`config.mk`:
```
export PLATFORM = sky130hd
export DESIGN_NAME = bsg_imul_shared_sched
export DESIGN_NICKNAME = d
export VERILOG_FILES = /design/src/rtl/bsg_imul_shared_sched.sv
export SDC_FILE = /design/constraint.sdc
export NUM_CORES = 1
export LEC_CHECK = 0
export CAP_MARGIN = 0
export CORE_AREA = 2 2 164 166
export CTS_BUF_LIST = sky130_fd_sc_hd__clkbuf_8 sky130_fd_sc_hd__clkbuf_16
export DETAILED_ROUTE_END_ITERATION = 16
export DIE_AREA = 0 0 166 168
export HOLD_SLACK_MARGIN = 0.03
export PLACE_DENSITY = 0.55
export SLEW_MARGIN = 20
export SYNTH_ARGS = -nofsm -noshare
export SYNTH_HDL_FRONTEND = slang
export SYNTH_SLANG_ARGS = --single-unit
```
`constraint.sdc`:
```
create_clock -name clk_i -period 4.2 [get_ports clk_i]
set_input_delay 0.42 -clock clk_i [delete_from_list [all_inputs] [get_ports clk_i]]
set_output_delay 0.42 -clock clk_i [all_outputs]
set_load 0.005 [all_outputs]
```
`src/rtl/bsg_imul_shared_sched.sv`:
```
// Round-robin scheduler sharing one iterative multiplier among els_p requesters.
// One operation is in flight at a time; its result is held until the owner consumes it.
module bsg_imul_shared_sched #(
  parameter int width_p = 32,
  parameter int els_p = 4,
  localparam int lg_els_lp = (els_p > 1) ? $clog2(els_p) : 1
) (
  input  logic                     clk_i,
  input  logic                     reset_i,
  input  logic [els_p-1:0]         v_i,
  output logic [els_p-1:0]         ready_o,
  input  logic [els_p*width_p-1:0] opA_i,
  input  logic [els_p*width_p-1:0] opB_i,
  input  logic [els_p-1:0]         signed_opA_i,
  input  logic [els_p-1:0]         signed_opB_i,
  input  logic [els_p-1:0]         gets_high_part_i,
  output logic [els_p-1:0]         v_o,
  output logic [width_p-1:0]       result_o,
  input  logic [els_p-1:0]         yumi_i,
  output logic [lg_els_lp-1:0]     owner_o,
  output logic                     mul_v_o,
  input  logic                     mul_ready_i,
  output logic [width_p-1:0]       mul_opA_o,
  output logic [width_p-1:0]       mul_opB_o,
  output logic                     mul_signed_opA_o,
  output logic                     mul_signed_opB_o,
  output logic                     mul_gets_high_part_o,
  input  logic                     mul_v_i,
  input  logic [width_p-1:0]       mul_result_i,
  output logic                     mul_yumi_o
);

  typedef enum logic [1:0] {S_IDLE, S_ISSUE, S_WAIT, S_RETURN} state_e;

  state_e               state_q;
  logic [lg_els_lp-1:0] p_q;
  logic [lg_els_lp-1:0] owner_q;
  logic [width_p-1:0]   opA_q;
  logic [width_p-1:0]   opB_q;
  logic                 sa_q;
  logic                 sb_q;
  logic                 hi_q;
  logic [width_p-1:0]   result_q;
  logic                 mul_v_q;

  logic [lg_els_lp:0]   scan_idx;
  logic [lg_els_lp-1:0] winner;
  logic                 any_v;
  logic                 grant;
  logic [width_p-1:0]   win_opA;
  logic [width_p-1:0]   win_opB;
  logic                 win_sa;
  logic                 win_sb;
  logic                 win_hi;
  logic                 owner_yumi;
  logic [lg_els_lp-1:0] p_next;

  // Scan p, p+1, ... modulo els_p; the first active requester wins.
  always_comb begin
    winner   = '0;
    any_v    = 1'b0;
    scan_idx = '0;
    for (int i = 0; i < els_p; i++) begin
      scan_idx = {1'b0, p_q} + (lg_els_lp+1)'(i);
      if (scan_idx >= (lg_els_lp+1)'(els_p))
        scan_idx = scan_idx - (lg_els_lp+1)'(els_p);
      if (!any_v && v_i[scan_idx[lg_els_lp-1:0]]) begin
        any_v  = 1'b1;
        winner = scan_idx[lg_els_lp-1:0];
      end
    end
  end

  always_comb begin
    win_opA = '0;
    win_opB = '0;
    win_sa  = 1'b0;
    win_sb  = 1'b0;
    win_hi  = 1'b0;
    for (int k = 0; k < els_p; k++) begin
      if (winner == lg_els_lp'(k)) begin
        win_opA = opA_i[k*width_p +: width_p];
        win_opB = opB_i[k*width_p +: width_p];
        win_sa  = signed_opA_i[k];
        win_sb  = signed_opB_i[k];
        win_hi  = gets_high_part_i[k];
      end
    end
  end

  assign grant      = (state_q == S_IDLE) && mul_ready_i && any_v;
  assign owner_yumi = (state_q == S_RETURN) && yumi_i[owner_q];
  assign p_next     = (owner_q == lg_els_lp'(els_p-1)) ? '0 : owner_q + 1'b1;

  always_comb begin
    ready_o = '0;
    v_o     = '0;
    if (grant)
      ready_o[winner] = 1'b1;
    if (state_q == S_RETURN)
      v_o[owner_q] = 1'b1;
  end

  assign mul_yumi_o = (state_q == S_WAIT) && mul_v_i;

  always_ff @(posedge clk_i or posedge reset_i) begin
    if (reset_i) begin
      state_q  <= S_IDLE;
      p_q      <= '0;
      owner_q  <= '0;
      opA_q    <= '0;
      opB_q    <= '0;
      sa_q     <= 1'b0;
      sb_q     <= 1'b0;
      hi_q     <= 1'b0;
      result_q <= '0;
      mul_v_q  <= 1'b0;
    end else begin
      case (state_q)
        S_IDLE: if (grant) begin
          opA_q   <= win_opA;
          opB_q   <= win_opB;
          sa_q    <= win_sa;
          sb_q    <= win_sb;
          hi_q    <= win_hi;
          owner_q <= winner;
          mul_v_q <= 1'b1;
          state_q <= S_ISSUE;
        end
        S_ISSUE: if (mul_ready_i) begin
          mul_v_q <= 1'b0;
          state_q <= S_WAIT;
        end
        S_WAIT: if (mul_v_i) begin
          result_q <= mul_result_i;
          state_q  <= S_RETURN;
        end
        S_RETURN: if (owner_yumi) begin
          p_q     <= p_next;
          owner_q <= '0;
          state_q <= S_IDLE;
        end
        default: state_q <= S_IDLE;
      endcase
    end
  end

  assign result_o             = result_q;
  assign owner_o              = owner_q;
  assign mul_v_o              = mul_v_q;
  assign mul_opA_o            = opA_q;
  assign mul_opB_o            = opB_q;
  assign mul_signed_opA_o     = sa_q;
  assign mul_signed_opB_o     = sb_q;
  assign mul_gets_high_part_o = hi_q;

endmodule

```
Yosys cells after proc, flatten, opt, wreduce, memory -nomap -nowiden
Cells that the tools add are included. Widths: inputs -> output; s select.

Add/sub/neg operators: 8. Order comparisons: 12. Equality and inequality tests: 11. Multiplexer cells: 59. Reduce and logical (&&, ||, !) cells: 22.

Operator list (number): $mux 32 (8); $mux 2 (14); $mux 1 (25); $lt 2x3->1 const B (6); $bmux 1 s2 (5); $eq 2x2->1 const B (5); $ge 3x3->1 const B (3); $logic_and 1x1->1 (9); $mux 4 (2); $ne 2x2->1 const B (4); $pmux 2 s4 (1); $sub 2x1->2 const B (4); $add 2x2->3 const B (2); $reduce_and 2->1 (3); $reduce_and 3->1 (2); $demux 1 s2 (2); $eq 2x1->1 const B (2); $ge 2x1->1 const B (2); $logic_not 2->1 (2); $pmux 2 s2 (1); $reduce_and 4->1 (1); $reduce_bool 2->1 (2); $add 2x1->3 const B (1); $ge 2x3->1 const B (1); 3 further kinds (5).

Flip-flop bits (word level): 106. Output and inout port bits: 111.

Depth between registers and ports, before layout
Depth after elaboration: 19. Depth in mapped cells: 8. Depth with buffers taken out: 7.

Least setup slack after synthesis
No wires, ideal clock.

Path type: input -> output. Start point: input v_i[2]. End point: output ready_o[0]. Arrival time: 1.583 ns. Required time: 3.780 ns. Slack: 2.197 ns. Stages on the path: 6. Buffers on the path: 2. Cells stage by stage: nor2b_1 > a211o_1 > buf_2 > nand2_1 > buf_2 > nor3b_1.

Longest elaborated chain between the ends: 17. Elaborated cells on any way between the ends: 29. Classes of those cells: order compare (2); mux (19); reduce/logical (8).

RTL lines: from (decl) (line 10) `input logic [els_p-1:0] v_i,`; $bmux 1 s2 (line 67) `if (!any_v && v_i[scan_idx[lg_els_lp-1:0]]) begin`; $mux 1 (implied by the code) (line 67); $mux 1 (line 67); $logic_not 1->1 (line 67); $logic_and 1x1->1 (line 67); $mux 1 (line 67); $logic_not 1->1 (line 67); $logic_and 1x1->1 (line 67); $mux 1 (line 67); $logic_not 1->1 (line 67); $logic_and 1x1->1 (line 67); $mux 2 (line 67); $lt 2x3->1 (implied by the code) / $ge 2x1->1 (equally long branches) (line 99) `ready_o[winner] = 1'b1;`; $logic_and 1x1->1 (implied by the code) (line 99); $mux 1 (implied by the code) (line 99); $demux 1 s2 (line 99); $mux 4 * (line 98) `if (grant)`; to (decl) (line 11) `output logic [els_p-1:0] ready_o,`.

Mark *: on every way between the ends. The rest lies on a longest branch, timed or not. The select of a mux whose other input is x is not followed.

Worst setup path in the final report
Start point: input v_i[3]. End point: output ready_o[0].

The elaborated chain is that of the path after synthesis.

==> key figures <==
Global routing
  • Vias in the first global route: 6848
  • Pin count of the biggest net entering global routing: 70
  • Initial antenna violation count: 3
  • Gr usage total: 18.8%
  • Grt total ovfl: 0
  • First-pass GRT wire length: 40900 um

CTS
  • Worst-path clk slew: 0.09 ns
  • CTS Root Buffer Type: clkbuf_16
  • Num CTS Buffers: 9
  • Cts repair resizes: 0
  • Insertion delay to the later sink of the worst-skew pair: 0.36 ns
  • Hold bufs inserted after CTS: 0
  • H-tree levels: 3
  • Max Buffers Root-to-Sink: 2
  • CTS tree: done
  • Post-CTS Repair Setup Buffers: 0
  • Clock Sinks: 106

Synth
  • Largest area contributor in the netlist: dfrtp_1
  • Post-synth EDFFs: 0
  • Post-Synthesis Cell Area: 5930 um^2
  • Largest cells by area after synthesis: dfrtp_1, o221ai_1, a211oi_1
  • #FFs+latches synth: 106
  • Synth top cells by count: dfrtp_1, nand2_1, o21ai_1
  • Count leader, synth: dfrtp_1
  • Post-synthesis async set-or-reset flop share: 100%
  • Syn Nets: 941
  • Seq/Total Area, Yosys: 44.7%
  • Yosys warnings: 0
  • Mapped Cells: 620
  • Unique cell type count in the Yosys netlist: 39
  • Most used DFF post-synth: dfrtp_1
  • Syn_area_per_cell: 9.57 um^2
  • Area share of the largest cell type after synthesis: 44.7%

Pwr
  • VDD IR max: 0.000309 V
  • Lkg Pwr: 4.32 nW
  • Power per Cell Area: 552 nW/um^2

Outcome
  • Outcome: complete, no violations

Critical path
  • Worst Setup Start Kind: primary input
  • Critical path fanouts, max: 29
  • CP Capture Type: output pin
  • Worst Path Required: 3.78 ns
  • CP Class: in2out
  • WP data arrival: 2.75 ns
  • R2R depth: 6

STA
  • Hold Slack: 0.455 ns
  • Clock Skews: 0.0180 ns
  • Final setup fails: 0
  • Period utilization: 75.4%
  • Post-layout min period: 3.17 ns
  • Fin. max-slew vios: 0
  • Worst Tran Pin Value: 0.920 ns
  • Fmax: 316 MHz
  • Final TNS setup: 0 ns
  • Max transition margin: 38.4%
  • Unrepaired setup endpoints after global routing: no
  • Final hold violation count: 0

Routing
  • DRT Pass-1 Iters: 6
  • Met2 WL: 13000 um
  • DR top layer: met5
  • Vias: 6613
  • Routed length per placed instance: 19.9 um
  • Via/cell ratio: 4.89
  • Routed WL: 26800 um
  • Post-route ant nets: 0
  • Drt drc: 0
  • Met3 WL: 2240 um
  • First DRT Iteration DRCs: 236
  • Met1 Wirelength: 11000 um

Cells and area
  • Share of cells above drive strength 1: 7.33%
  • Final net count: 1325
  • Layout area overhead: 81.6%
  • Util after Layout: 40.9%

Job
  • Max cap viols: 0

Placed design
  • Routability Congestion: 0.785
  • DP Wirelength: 19300 um
  • Port bufs: 422

Floorplan
  • Ports: 423
  • Initial core utilization: 22.5%
  • Row count: 60
  • Core ar.: 26400 um^2
  • Die Y: 168 um
  • DIE AREA: 27900 um^2
  • Die W: 166 um

Worst hold path
  • Hold Crit Class: in2async
==> registers in the layout, indices dropped and copies added, names as in the netlist <==
register              cells
mul_gets_high_part_o      1
mul_v_o                   1
state_q                   2
result_o                 32
mul_signed_opB_o          1
mul_opB_o                32
p_q                       2
mul_opA_o                32
mul_signed_opA_o          1
owner_o                   2
==> layout make-up <==
class	count	area, um^2
Fill cell	2636	15600
Clock inverter	7	83.8
Multi-Input combinational cell	442	3010
Sequential cell	106	2650
Timing Repair Buffer	432	4320
Antenna cell	2	5.00
Clock buffer	9	225
Inverter	13	51.3
Tap cell	341	427
==> where the power goes <==
group / internal (mW) / total, mW / leakage, nW / switching [mW]
Clock: 0.427 / 0.898 / 0.149 / 0.470
Combinational: 1.78 / 3.25 / 2.87 / 1.47
Sequential: 1.52 / 1.81 / 1.29 / 0.289
Total: 3.72 / 5.95 / 4.32 / 2.23
==> layer usage <==
metal  vias up  track usage [%]
met2       307             32.3
met1      3147             22.2
met3        36             6.14
met4         2             6.47
li1       3121                -
met5         -                0
==> cells by family after synthesis <==
logic type / after synthesis / share of synthesized area, %
multiplexers: 37 / 7.19
buffers and inverters: 72 / 5.19
AO/OA/AOI/OAI: 228 / 26.9
adder cells (fa/ha/maj): 9 / 1.90
AND/OR/NAND/NOR: 168 / 14.2
flip-flops: 106 / 44.7
==> cells in the final DEF (no fill, tap or decap), drive strengths merged <==
cell type,Yosys,routed
ha,9,9
inv,13,16
nand2,74,74
or4,1,1
nor3,1,1
nor2b,2,2
clkbuf,33,9
mux4,1,1
dfrtp,106,106
or3b,1,1
nor3b,1,1
clkinv,0,4
a21oi,6,6
a211oi,60,60
nand2b,3,3
o21ai,69,69
a211o,1,1
a31oi,8,8
o211ai,1,1
diode,0,2
buf,26,10
mux2i,1,1
a2bb2oi,1,1
o31ai,1,1
and3,60,60
nor2,9,9
a21o,9,9
clkdlybuf4s50,0,422
and2,6,6
o221ai,60,60
mux2,35,35
o21a,4,4
o22ai,7,7
o32a,1,1
nand3,9,9
or2,1,1
==> critical path, stage by stage <==
cell and delay, ns:
clkdlybuf4s50_1 0.61, or4_4 0.20, nand3_2 0.57, nor3b_1 0.39, clkdlybuf4s50_1 0.55
==> metrics by stage <==
step	setup slack (ns)	cell area [um^2]	cells	total power, mW
global placement	1.00	10500	1334	5.11
floorplan	0.991	5930	620	3.31
CTS	0.986	10800	1350	6.06
detailed placement	0.977	10500	1334	5.13
global route	0.858	10800	1351	6.41
finish	1.03	10800	1352	5.95
==> path summary, 6_finish.rpt <==
check,from,endpoint,slack [ns]
max,v_i[3],ready_o[0],1.03
max reg2reg,p_q[0],mul_opA_o[20],1.60
min reg2reg,mul_opA_o[13],mul_opA_o[13],0.49
min in group clk_i,mul_opA_o[13],mul_opA_o[13],0.49
min,reset_i,mul_opB_o[4],0.45
max in group asynchronous,reset_i,result_o[14],2.90
Power figures use the tool's default switching activity.
